--- src/rtl/instr_encode_loader_if.sv ---
// Bundles the load-session control, field-level instruction inputs and the memory write port of
// instr_encode_loader. The bench drives the master side and the loader uses the slave side.
//   control : start_i, base_addr_i, count_i -> busy_o, done_o, err_o, wr_count_o
//   fields  : in_valid_i/in_ready_o handshake, type enables, opcode, func3/7, regs, immediate
//   memory  : mem_we_o, mem_addr_o, mem_wdata_o
interface instr_encode_loader_if #(
  parameter int unsigned ADDR_W = 10,
  parameter int unsigned CNT_W  = 8
);
  logic              start_i;
  logic [ADDR_W-1:0] base_addr_i;
  logic [CNT_W-1:0]  count_i;
  logic              in_valid_i;
  logic              in_ready_o;
  logic              R_EN_i;
  logic              I_EN_i;
  logic              S_EN_i;
  logic              SB_EN_i;
  logic              U_EN_i;
  logic              UJ_EN_i;
  logic [6:0]        opcode_i;
  logic [2:0]        func3_i;
  logic [6:0]        func7_i;
  logic [4:0]        RD_i;
  logic [4:0]        RS1_i;
  logic [4:0]        RS2_i;
  logic [31:0]       immed_i;
  logic              mem_we_o;
  logic [ADDR_W-1:0] mem_addr_o;
  logic [31:0]       mem_wdata_o;
  logic              busy_o;
  logic              done_o;
  logic              err_o;
  logic [CNT_W-1:0]  wr_count_o;

  modport master (
    output start_i, base_addr_i, count_i, in_valid_i,
    output R_EN_i, I_EN_i, S_EN_i, SB_EN_i, U_EN_i, UJ_EN_i,
    output opcode_i, func3_i, func7_i, RD_i, RS1_i, RS2_i, immed_i,
    input  in_ready_o, mem_we_o, mem_addr_o, mem_wdata_o,
    input  busy_o, done_o, err_o, wr_count_o
  );

  modport slave (
    input  start_i, base_addr_i, count_i, in_valid_i,
    input  R_EN_i, I_EN_i, S_EN_i, SB_EN_i, U_EN_i, UJ_EN_i,
    input  opcode_i, func3_i, func7_i, RD_i, RS1_i, RS2_i, immed_i,
    output in_ready_o, mem_we_o, mem_addr_o, mem_wdata_o,
    output busy_o, done_o, err_o, wr_count_o
  );
endinterface

--- src/rtl/instr_encode_loader.sv ---
// Packs field-level instruction descriptions into RV32I words (inverse of the decode stage's
// field extraction) and writes them to consecutive word addresses of instruction memory.
// Ports:
//   clk_i - clock, rising edge
//   rst_i - asynchronous active-high reset
//   bus   - slave side of instr_encode_loader_if (session control, field handshake, write port)
// A session consumes count_i field transfers; each legal one yields a single-cycle write one
// cycle after it is accepted. Transfers with zero or several type enables are consumed but only
// raise the sticky error flag.
module instr_encode_loader #(
  parameter int unsigned ADDR_W = 10,
  parameter int unsigned CNT_W  = 8
) (
  input logic                  clk_i,
  input logic                  rst_i,
  instr_encode_loader_if.slave bus
);

  localparam logic [1:0] IDLE  = 2'd0;
  localparam logic [1:0] LOAD  = 2'd1;
  localparam logic [1:0] FLUSH = 2'd2;

  localparam logic [CNT_W-1:0]  CntOne   = CNT_W'(1);
  localparam logic [ADDR_W-1:0] AddrStep = ADDR_W'(4);

  logic [1:0]        state_q, state_d;
  logic [ADDR_W-1:0] addr_q, addr_d;
  logic [CNT_W-1:0]  remain_q, remain_d;
  logic              err_q, err_d;
  logic [CNT_W-1:0]  wr_count_q, wr_count_d;
  logic              mem_we_q, mem_we_d;
  logic [ADDR_W-1:0] mem_addr_q, mem_addr_d;
  logic [31:0]       mem_wdata_q, mem_wdata_d;
  logic              done_q, done_d;

  logic [5:0]  type_en;
  logic        legal;
  logic        in_ready;
  logic        xfer;
  logic [31:0] enc;
  logic        unused_imm_hi;

  // Only the low 20 immediate bits ever reach the encoded word.
  assign unused_imm_hi = ^bus.immed_i[31:20];

  assign type_en  = {bus.R_EN_i, bus.I_EN_i, bus.S_EN_i, bus.SB_EN_i, bus.U_EN_i, bus.UJ_EN_i};
  assign legal    = $onehot(type_en);
  assign in_ready = (state_q == LOAD) && (remain_q != '0);
  assign xfer     = bus.in_valid_i && in_ready;

  // SB/UJ immediates arrive already halved (byte offset >> 1), so imm[0] is offset bit 1.
  always_comb begin
    enc = '0;
    unique case (type_en)
      6'b100000: enc = {bus.func7_i, bus.RS2_i, bus.RS1_i, bus.func3_i, bus.RD_i, bus.opcode_i};
      6'b010000: enc = {bus.immed_i[11:0], bus.RS1_i, bus.func3_i, bus.RD_i, bus.opcode_i};
      6'b001000: enc = {bus.immed_i[11:5], bus.RS2_i, bus.RS1_i, bus.func3_i,
                        bus.immed_i[4:0], bus.opcode_i};
      6'b000100: enc = {bus.immed_i[11], bus.immed_i[9:4], bus.RS2_i, bus.RS1_i, bus.func3_i,
                        bus.immed_i[3:0], bus.immed_i[10], bus.opcode_i};
      6'b000010: enc = {bus.immed_i[19:0], bus.RD_i, bus.opcode_i};
      6'b000001: enc = {bus.immed_i[19], bus.immed_i[9:0], bus.immed_i[10],
                        bus.immed_i[18:11], bus.RD_i, bus.opcode_i};
      default:   enc = '0;
    endcase
  end

  always_comb begin
    state_d     = state_q;
    addr_d      = addr_q;
    remain_d    = remain_q;
    err_d       = err_q;
    wr_count_d  = wr_count_q;
    mem_we_d    = 1'b0;
    mem_addr_d  = mem_addr_q;
    mem_wdata_d = mem_wdata_q;
    done_d      = 1'b0;
    unique case (state_q)
      IDLE: begin
        if (bus.start_i) begin
          addr_d     = {bus.base_addr_i[ADDR_W-1:2], 2'b00};
          remain_d   = bus.count_i;
          err_d      = 1'b0;
          wr_count_d = '0;
          state_d    = (bus.count_i == '0) ? FLUSH : LOAD;
        end
      end
      LOAD: begin
        if (xfer) begin
          remain_d = remain_q - CntOne;
          if (legal) begin
            mem_we_d    = 1'b1;
            mem_addr_d  = addr_q;
            mem_wdata_d = enc;
            addr_d      = addr_q + AddrStep;
            wr_count_d  = wr_count_q + CntOne;
          end else begin
            err_d = 1'b1;
          end
          if (remain_q == CntOne) state_d = FLUSH;
        end
      end
      FLUSH: begin
        // The last write is on the bus this cycle; done follows once it has landed.
        done_d  = 1'b1;
        state_d = IDLE;
      end
      default: state_d = IDLE;
    endcase
  end

  always_ff @(posedge clk_i or posedge rst_i) begin
    if (rst_i) begin
      state_q     <= IDLE;
      addr_q      <= '0;
      remain_q    <= '0;
      err_q       <= 1'b0;
      wr_count_q  <= '0;
      mem_we_q    <= 1'b0;
      mem_addr_q  <= '0;
      mem_wdata_q <= '0;
      done_q      <= 1'b0;
    end else begin
      state_q     <= state_d;
      addr_q      <= addr_d;
      remain_q    <= remain_d;
      err_q       <= err_d;
      wr_count_q  <= wr_count_d;
      mem_we_q    <= mem_we_d;
      mem_addr_q  <= mem_addr_d;
      mem_wdata_q <= mem_wdata_d;
      done_q      <= done_d;
    end
  end

  assign bus.in_ready_o  = in_ready;
  assign bus.mem_we_o    = mem_we_q;
  assign bus.mem_addr_o  = mem_addr_q;
  assign bus.mem_wdata_o = mem_wdata_q;
  assign bus.busy_o      = (state_q == LOAD) || (state_q == FLUSH);
  assign bus.done_o      = done_q;
  assign bus.err_o       = err_q;
  assign bus.wr_count_o  = wr_count_q;

endmodule

--- src/flat_wrapper.sv ---
// flat-port wrapper written by rule: the top's interface ports become plain ports
module instr_encode_loader_flat 
#(
  parameter int unsigned ADDR_W = 10,
  parameter int unsigned CNT_W  = 8
)
  (clk_i, rst_i, bus_start_i, bus_base_addr_i, bus_count_i, bus_in_valid_i, bus_R_EN_i, bus_I_EN_i, bus_S_EN_i, bus_SB_EN_i, bus_U_EN_i, bus_UJ_EN_i, bus_opcode_i, bus_func3_i, bus_func7_i, bus_RD_i, bus_RS1_i, bus_RS2_i, bus_immed_i, bus_in_ready_o, bus_mem_we_o, bus_mem_addr_o, bus_mem_wdata_o, bus_busy_o, bus_done_o, bus_err_o, bus_wr_count_o);
  instr_encode_loader_if #(.ADDR_W(ADDR_W), .CNT_W(CNT_W)) bus_i ();
  input logic clk_i;
  input logic rst_i;
  input wire logic [$bits(bus_i.start_i)-1:0] bus_start_i;
  input wire logic [$bits(bus_i.base_addr_i)-1:0] bus_base_addr_i;
  input wire logic [$bits(bus_i.count_i)-1:0] bus_count_i;
  input wire logic [$bits(bus_i.in_valid_i)-1:0] bus_in_valid_i;
  input wire logic [$bits(bus_i.R_EN_i)-1:0] bus_R_EN_i;
  input wire logic [$bits(bus_i.I_EN_i)-1:0] bus_I_EN_i;
  input wire logic [$bits(bus_i.S_EN_i)-1:0] bus_S_EN_i;
  input wire logic [$bits(bus_i.SB_EN_i)-1:0] bus_SB_EN_i;
  input wire logic [$bits(bus_i.U_EN_i)-1:0] bus_U_EN_i;
  input wire logic [$bits(bus_i.UJ_EN_i)-1:0] bus_UJ_EN_i;
  input wire logic [$bits(bus_i.opcode_i)-1:0] bus_opcode_i;
  input wire logic [$bits(bus_i.func3_i)-1:0] bus_func3_i;
  input wire logic [$bits(bus_i.func7_i)-1:0] bus_func7_i;
  input wire logic [$bits(bus_i.RD_i)-1:0] bus_RD_i;
  input wire logic [$bits(bus_i.RS1_i)-1:0] bus_RS1_i;
  input wire logic [$bits(bus_i.RS2_i)-1:0] bus_RS2_i;
  input wire logic [$bits(bus_i.immed_i)-1:0] bus_immed_i;
  output wire logic [$bits(bus_i.in_ready_o)-1:0] bus_in_ready_o;
  output wire logic [$bits(bus_i.mem_we_o)-1:0] bus_mem_we_o;
  output wire logic [$bits(bus_i.mem_addr_o)-1:0] bus_mem_addr_o;
  output wire logic [$bits(bus_i.mem_wdata_o)-1:0] bus_mem_wdata_o;
  output wire logic [$bits(bus_i.busy_o)-1:0] bus_busy_o;
  output wire logic [$bits(bus_i.done_o)-1:0] bus_done_o;
  output wire logic [$bits(bus_i.err_o)-1:0] bus_err_o;
  output wire logic [$bits(bus_i.wr_count_o)-1:0] bus_wr_count_o;
  assign bus_i.start_i = bus_start_i;
  assign bus_i.base_addr_i = bus_base_addr_i;
  assign bus_i.count_i = bus_count_i;
  assign bus_i.in_valid_i = bus_in_valid_i;
  assign bus_i.R_EN_i = bus_R_EN_i;
  assign bus_i.I_EN_i = bus_I_EN_i;
  assign bus_i.S_EN_i = bus_S_EN_i;
  assign bus_i.SB_EN_i = bus_SB_EN_i;
  assign bus_i.U_EN_i = bus_U_EN_i;
  assign bus_i.UJ_EN_i = bus_UJ_EN_i;
  assign bus_i.opcode_i = bus_opcode_i;
  assign bus_i.func3_i = bus_func3_i;
  assign bus_i.func7_i = bus_func7_i;
  assign bus_i.RD_i = bus_RD_i;
  assign bus_i.RS1_i = bus_RS1_i;
  assign bus_i.RS2_i = bus_RS2_i;
  assign bus_i.immed_i = bus_immed_i;
  assign bus_in_ready_o = bus_i.in_ready_o;
  assign bus_mem_we_o = bus_i.mem_we_o;
  assign bus_mem_addr_o = bus_i.mem_addr_o;
  assign bus_mem_wdata_o = bus_i.mem_wdata_o;
  assign bus_busy_o = bus_i.busy_o;
  assign bus_done_o = bus_i.done_o;
  assign bus_err_o = bus_i.err_o;
  assign bus_wr_count_o = bus_i.wr_count_o;
  instr_encode_loader #(.ADDR_W(ADDR_W), .CNT_W(CNT_W)) u_core (.clk_i(clk_i), .rst_i(rst_i), .bus(bus_i));
endmodule
--- config.mk ---
export PLATFORM = sky130hd
export DESIGN_NAME = instr_encode_loader_flat
export DESIGN_NICKNAME = d
export VERILOG_FILES = /design/src/rtl/instr_encode_loader_if.sv /design/src/rtl/instr_encode_loader.sv /design/src/flat_wrapper.sv
export SDC_FILE = /design/constraint.sdc
export NUM_CORES = 1
export LEC_CHECK = 0
export ABC_CLOCK_PERIOD_IN_PS = 2600
export CAP_MARGIN = 20
export CORE_ASPECT_RATIO = 0.7
export CORE_UTILIZATION = 40
export DETAILED_ROUTE_END_ITERATION = 8
export PLACE_DENSITY = 0.73
export SLEW_MARGIN = 20
export SYNTH_ARGS = -nofsm -noshare
export SYNTH_HDL_FRONTEND = slang
export SYNTH_SLANG_ARGS = --single-unit
--- constraint.sdc ---
create_clock -name clk_i -period 2.6 [get_ports clk_i]
set_input_delay 0.52 -clock clk_i [delete_from_list [all_inputs] [get_ports clk_i]]
set_output_delay 0.52 -clock clk_i [all_outputs]
set_load 0.01 [all_outputs]
==> results of run 1 <==
-- worst paths after layout --
kind | slack [ns] | depth (start not counted) | startpoint | end
max | 0.07 | 9 | bus_U_EN_i | u_core.addr_q[6]
min | 0.47 | 2 | u_core.bus.mem_addr_o[6] | u_core.bus.mem_addr_o[6]
max reg2reg | 0.44 | 8 | u_core.state_q[1] | u_core.addr_q[6]
min reg2reg | 0.47 | 2 | u_core.bus.mem_addr_o[6] | u_core.bus.mem_addr_o[6]
max in group asynchronous | 1.71 | 3 | rst_i | u_core.bus.mem_wdata_o[26]
min in group asynchronous | 0.58 | 3 | rst_i | u_core.bus.mem_wdata_o[12]
-- state kept, by name, summed over array words and instances (netlist names) --
register	cells
u_core.bus.mem_wdata_o	32
u_core.addr_q	8
u_core.bus.mem_addr_o	8
u_core.bus.wr_count_o	8
u_core.remain_q	8
u_core.state_q	2
u_core.bus.done_o	1
u_core.bus.err_o	1
u_core.bus.mem_we_o	1
-- report_power, final --
part           switching, uW  internal (uW)  total (uW)
clock network            515            754        1270
logic                   1090           1120        2210
registers                324           1410        1730
total                   1930           3280        5210
-- synthesized netlist by cell type, drive strengths merged, types with 2 or more instances --
master,count,share of area (%)
nor4b,2,0.42
nor4,4,0.97
a41o,2,0.48
nor3,6,0.73
and4,2,0.42
nor2b,6,0.91
or3,3,0.45
nand4b,2,0.42
or2,2,0.30
and2,2,0.30
o22a,5,1.1
o21ai,34,4.1
and3,11,1.7
nand2,78,7.1
a2111oi,2,0.88
nand4,5,0.76
inv,20,1.8
a21oi,34,4.1
ha,20,6.1
mux2i,8,1.9
dfrtp,69,42
nand2b,4,0.61
o211ai,4,0.73
a31oi,6,0.91
a22o,6,1.3
fa,2,0.97
clkbuf,9,0.88
nor3b,2,0.64
buf,15,2.5
a22oi,15,2.7
a32o,2,0.48
a222oi,11,2.7
nand3,11,1.3
o31ai,2,0.36
nor2,35,3.2
-- per-layer routing --
layer	global-route usage (%)	share of wire [%]	vias up
li1	-	-	1993
met1	35.8	45	2059
met2	38.8	46	204
met3	6.35	7.7	16
met4	7.89	1.3	0
met5	0	0	-
-- layout make-up --
cell class	instances	area share, %
flip-flops and latches	69	27.9
inverters	20	1.33
repair buffers	169	26.3
clock buffers	9	3.63
well taps	128	2.58
multi-input cells	348	37.0
clock inverters	7	1.29
-- repair_timing --
action,4_1_cts,5_1_grt
pin swaps,8,1
gates resized for setup,43,3
endpoints found under the setup margin,59,3
setup buffers,4,0
-- worst max-delay path, delay by kind of cell --
| family | cells | cell delay (ns) |
|---|---|---|
| adders and majority gates | 3 | 0.89 |
| AOI/OAI and AO/OA | 2 | 0.48 |
| buffers and inverters | 2 | 0.37 |
| and+or+nand+nor | 1 | 0.33 |
| xor gates and xnor gates | 1 | 0.20 |
-- cells by family (layout without fill, tap and decap cells) --
family / after synthesis / count (layout) / synth area share, %
fa+ha+maj: 22 / 22 / 7.02
flops: 69 / 69 / 41.8
other cells: 1 / 2 / 0.0907
buf+inv: 44 / 205 / 5.24
mux: 8 / 8 / 1.94
simple gates: 179 / 179 / 21.0
xor+xnor: 1 / 1 / 0.212
compound gates: 136 / 136 / 22.7
-- through the flow --
step | area, um^2 | setup WS [ns]
after floorplan | 4160 | 0.00839
after global placement | 5770 | -0.611
after detailed placement | 5770 | -0.733
after CTS | 6180 | 0.00392
after global routing | 6200 | -0.000782
final | 6200 | 0.0675
==> summary.md, run 1 <==
| Metric | Value |
|---|---|
| H-tree levels | `3` |
| Ys async rst share | `100%` |
| Number of DRC violations after detailed-routing iteration 0 | `412` |
| Routed wirelength normalized by instance count | `17.9 um` |
| Element type at the critical path start | `primary input` |
| Number of enable flip-flop cells after synthesis | `0` |
| Most common cell after layout, fill and taps aside | `clkdlybuf4s50_1` |
| Area of the placeable core | `9870 um^2` |
| Post-synth cell types | `63` |
| Die area | `10,800 um^2` |
| Final GP Congestion | `0.915` |
| Delay of the slowest critical-path stage | `0.48 ns` |
| Required time worst endpoint | `2.86 ns` |
| Data arrival time of the critical path | `2.79 ns` |
| Final critical path time including I/O delays and setup | `2.53 ns` |
| Category of the critical setup timing path | `primary input to flip-flop` |
| Global Route Usage Sum | `25.6%` |
| Cell with the largest stage delay on the worst path | `fa_1` |
| Peak supply drop | `394 uV` |
| Placed wire-length estimate | `9.79 mm` |
| Sum of routed wire length over all layers | `13.4 mm` |
| Lkg Pwr | `0.00265 uW` |
| Skew-Pair Late Insertion Delay | `0.34 ns` |
| Final cell utilization of the core | `62.8%` |
| Routed via count | `4,272` |
| Most frequent cells in the layout | `123 x clkdlybuf4s50_1, 78 x nand2_1, 68 x dfrtp_1` |
| Worst Setup End Kind | `flip-flop` |
| Count of fill cells added during filler insertion | `848` |
| Fraction of final layout cells with drive strength greater than 1 | `13.8%` |
| Worst hold slack | `0.470 ns` |
| Maximum number of pins on one net before global-route repair | `70` |
| Starting Density | `41.9%` |
| Sinks on the clock net | `69` |
| Signed area change from the synthesized netlist to the final layout | `50.0%` |
| Area taken by flip-flops and latches | `1730 um^2` |
| CTS tree | `done` |
| Mean instance size in the synthesized netlist | `8.99 um^2` |
| Final clock skew | `0.00973 ns` |
| Post-synthesis sequential element count | `69` |
| Max-slew violation count | `0` |
| Drc violations | `0` |
| Power after layout | `5210 uW` |
| Outcome | `complete, no violations` |
| Length of the first detailed-routing pass in iterations | `6` |
| Synthesized instance count | `460` |
| Clock-pin slew on the worst setup and hold paths | `0.06 ns` |
| Overflow after GRT | `0` |
| Number of global-route vias before repair | `4,108` |
| Number of input and output port buffers inserted | `130` |
| Total of warnings raised by yosys | `0` |
| Via density per instance | `5.70` |
| Cell area after synthesis | `4130 um^2` |
| Total Negative Setup Slacks | `0 ns` |
| TritonCTS Buffers | `9` |
| Most used flip-flop cell after synthesis | `dfrtp_1` |
| Fraction of the yosys area taken by sequential cells | `41.8%` |
| Fmax achieved | `395 MHz` |
| Die W | `124 um` |
| Final cycle utilization of the critical path | `97.4%` |
| Headroom to the max-slew limit | `65.5%` |
| List of cells traversed by the critical path | `clkdlybuf4s15_2, ha_2, fa_1, ha_4, xor2_4, a211o_4, buf_6, or3_1, o211ai_1` |
| Final setup violating endpoints | `0` |
| Initial antenna violation count | `0` |
| Transition time of the tightest slew-check pin | `0.518 ns` |
| Number of hold buffers added after cts | `0` |
| Hold Path Class | `flip-flop to flip-flop` |
| Global-route wire length before repair | `20.9 mm` |
| Power density over cell area | `841 nW/um^2` |
| DP Cell Count | `730` |
| Max-cap violation count | `0` |
| Count of nets left with antenna violations after detail routing | `0` |
| Rows | `30` |
| Net count, final | `731` |
| Die H | `87.1 um` |
| Buffer depth of the longest clock path | `2` |
| Number of top-level pins | `147` |
| Final Non-Filler Cells | `750` |
| Area of combinational cells with multiple inputs | `2290 um^2` |
| Maximum fanout along the worst path | `7` |
| # diodes | `0` |
| Count of endpoints failing hold in the final timing report | `0` |
| Clock Root Buffer | `clkbuf_16` |
No activity file was read; power rests on OpenSTA's default activity.
==> inputs of run 2 (changes only) <==
- PLACE_DENSITY: 0.73 -> 0.75
- RECOVER_POWER: not set -> 25
- SKIP_CTS_REPAIR_TIMING: not set -> 1
==> summary.md, run 2 (synthesized netlist as in run 1, its figures left out) <==
| Metric | Value |
|---|---|
| Outcome | `complete, no violations` |
| Overflow after GRT | `0 (unchanged)` |
| Signed area change from the synthesized netlist to the final layout | `49.9% (about the same)` |
| Placed wire-length estimate | `9.66 mm (-1.3%)` |
| Clock Root Buffer | `clkbuf_16` |
| Rows | `30 (unchanged)` |
| Total Negative Setup Slacks | `0 ns (unchanged)` |
| H-tree levels | `3 (unchanged)` |
| Die W | `124 um (unchanged)` |
| Endpoint, Worst Hold | `u_core.bus.mem_addr_o[5]` |
| Drc violations | `0 (unchanged)` |
| Max reg flops | `32 (unchanged)` |
| TritonCTS Buffers | `9 (unchanged)` |
| Sum of routed wire length over all layers | `12.8 mm (-4.5%)` |
| Combinational cell fraction of total power | `41.8% (-0.6 points)` |
| Max-cap violation count | `0 (unchanged)` |
| Final GP Congestion | `0.870 (-4.9%)` |
| Pint | `3390 uW (+3.2%)` |
| Maximum number of pins on one net before global-route repair | `30 (-57%)` |
| # diodes | `0 (unchanged)` |
| CTS tree | `done` |
| Most frequent cells in the layout | `123 x clkdlybuf4s50_1, 78 x nand2_1, 68 x dfrtp_1` |
| Number of DRC violations after detailed-routing iteration 0 | `455 (+10%)` |
| Final cycle utilization of the critical path | `99.6% (+2.2 points)` |
| Die H | `87.1 um (unchanged)` |
| Final setup violating endpoints | `0 (unchanged)` |
| Global-route wire length before repair | `19.7 mm (-5.4%)` |
| Depth of the worst hold-timing path | `2 (unchanged)` |
| Final critical path time including I/O delays and setup | `2.59 ns (+0.0579 ns)` |
| Lkg Pwr | `0.00266 uW (+0.29%)` |
| Reg2Reg Launch Point | `u_core.state_q[1]` |
| Starting Density | `41.9% (unchanged)` |
| Routed wirelength normalized by instance count | `17.0 um (-5.0%)` |
| Number of global-route vias before repair | `3,935 (-4.2%)` |
| Element type at the critical path start | `primary input` |
| Transition time of the tightest slew-check pin | `0.991 ns (+0.473 ns)` |
| Metal2 WL | `5.75 mm (-7.2%)` |
| Skew-Pair Late Insertion Delay | `0.34 ns (about the same)` |
| Fmax achieved | `386 MHz (-2.2%)` |
| Number of top-level pins | `147 (unchanged)` |
| Net count, final | `735 (+0.55%)` |
| Power after layout | `5310 uW (+1.8%)` |
| Area of the placeable core | `9870 um^2 (unchanged)` |
| Minimum setup slack among reg-to-reg paths | `0.38 ns (-0.06 ns)` |
| Category of the critical setup timing path | `primary input to flip-flop` |
| Hold Path Class | `flip-flop to flip-flop` |
| List of cells traversed by the critical path | `dlymetal6s2s_1, ha_2, fa_2, ha_4, nand4b_1, buf_4, a211o_4, or3_1, nand3_1` |
| Die area | `10,800 um^2 (unchanged)` |
| Hold path start | `u_core.bus.mem_addr_o[5]` |
| Maximum fanout along the worst path | `5 (-2)` |
| Via density per instance | `5.56 (-2.4%)` |
| Buffer depth of the longest clock path | `2 (unchanged)` |
| Share of total power in the clock network | `25.7% (+1.3 points)` |
| CP startpoint | `bus_I_EN_i` |
| Most common cell after layout, fill and taps aside | `clkdlybuf4s50_1` |
| Number of input and output port buffers inserted | `130 (unchanged)` |
| Length of the first detailed-routing pass in iterations | `7 (+1)` |
| Crit path buffers/inverters | `2 (unchanged)` |
| Sinks on the clock net | `69 (unchanged)` |
| Required time worst endpoint | `2.87 ns (about the same)` |
| Power density over cell area | `856 nW/um^2 (+1.8%)` |
| Count of endpoints failing hold in the final timing report | `0 (unchanged)` |
| Max-slew violation count | `0 (unchanged)` |
| Highest metal layer with signal wires | `met4` |
| Gate family responsible for the most delay along the worst path | `adder cells` |
| Count of nets left with antenna violations after detail routing | `0 (unchanged)` |
| Met1 WL | `5.88 mm (-2.3%)` |
| Data arrival time of the critical path | `2.86 ns (+0.07 ns)` |
| Net switching component of the power | `1920 uW (-0.63%)` |
| Peak supply drop | `501 uV (+27%)` |
| Share of total power in sequential cells | `32.5% (-0.8 points)` |
| Sum of met3 wire segment lengths after detailed routing | `921 um (-10%)` |
| Reg2reg path depth | `8 (unchanged)` |
| Delay of the slowest critical-path stage | `0.56 ns (+0.08 ns)` |
| Clock-pin slew on the worst setup and hold paths | `0.06 ns (about the same)` |
| Switching power share of the total | `36.1% (-0.88 points)` |
| Fraction of final layout cells with drive strength greater than 1 | `13.9% (+0.071 points)` |
| Headroom to the max-slew limit | `33.9% (-32 points)` |
| Cell with the largest stage delay on the worst path | `fa_2` |
| Worst Setup End Kind | `flip-flop` |
| Worst reg2reg path endpoint | `u_core.addr_q[5]` |
| Initial antenna violation count | `0 (unchanged)` |
| Routed via count | `4,190 (-1.9%)` |
| Final Non-Filler Cells | `754 (+0.53%)` |
| Global Route Usage Sum | `24.2% (-1.3 points)` |
| DP Cell Count | `736 (+0.82%)` |
| Final clock skew | `0.00558 ns (-0.00415 ns)` |
## run 2: cell count changes in the layout (fill, tap and decap cells not counted), sizes merged
| cell | previous run | this run |
|---|---|---|
| bufinv | 1 | 2 |
| clkbuf | 9 | 17 |
| buf | 43 | 39 |
| a211o | 1 | 2 |
| clkdlybuf4s15 | 2 | 0 |
| dlygate4sd3 | 0 | 1 |
| clkinvlp | 2 | 1 |
## run 2: cell type report
cell class	count	area, um^2
Clock buffer	9	225
Clock inverter	7	105
Fill cell	847	3670
Inverter	20	82.6
Multi-Input combinational cell	349	2300
Sequential cell	69	1730
Tap cell	128	160
Timing Repair Buffer	172	1600
## run 2: worst max-delay path by stage
stage                                           end  slack, ns  cells past startpoint
after floorplan            u_core.bus.wr_count_o[4]      0.008                      8
after global placement             u_core.addr_q[8]      -0.63                     10
after detailed placement  u_core.bus.mem_wdata_o[3]      -0.68                     11
after CTS                          u_core.addr_q[4]      -0.33                     10
after global routing               u_core.addr_q[5]      -0.05                      9
final                              u_core.addr_q[5]       0.01                      9
## run 2: layer usage
metal / vias up / track usage, %
li1: 1998 / -
met1: 1982 / 34.7
met2: 183 / 36.5
met3: 27 / 4.65
met4: 0 / 8.32
met5: - / 0
## run 2: worst min-delay path: stages, from the launching register on
cell and delay, ns:
dfrtp_1 0.34, nand2_1 0.05, nand2_1 0.05
## run 2: power by group through the flow
| stage | Clock, uW | Sequential, uW | Combinational [uW] |
|---|---|---|---|
| after floorplan | 0 | 1760 | 1110 |
| after global placement | 0 | 1710 | 2090 |
| after detailed placement | 0 | 1730 | 2140 |
| after CTS | 1390 | 1720 | 2160 |
| after global routing | 1440 | 1760 | 2420 |
| final | 1360 | 1720 | 2220 |
## run 2: stage by stage
step	utilization (%)	hold slack, ns	instance area (um^2)	setup slack (ns)
floorplan	-	0.476	4160	0.00839
detailed placement	58.6	0.462	5790	-0.681
global placement	58.6	0.461	5790	-0.626
CTS	62.0	0.483	6120	-0.334
global route	62.8	0.507	6200	-0.0471
finish	62.8	0.480	6200	0.00953
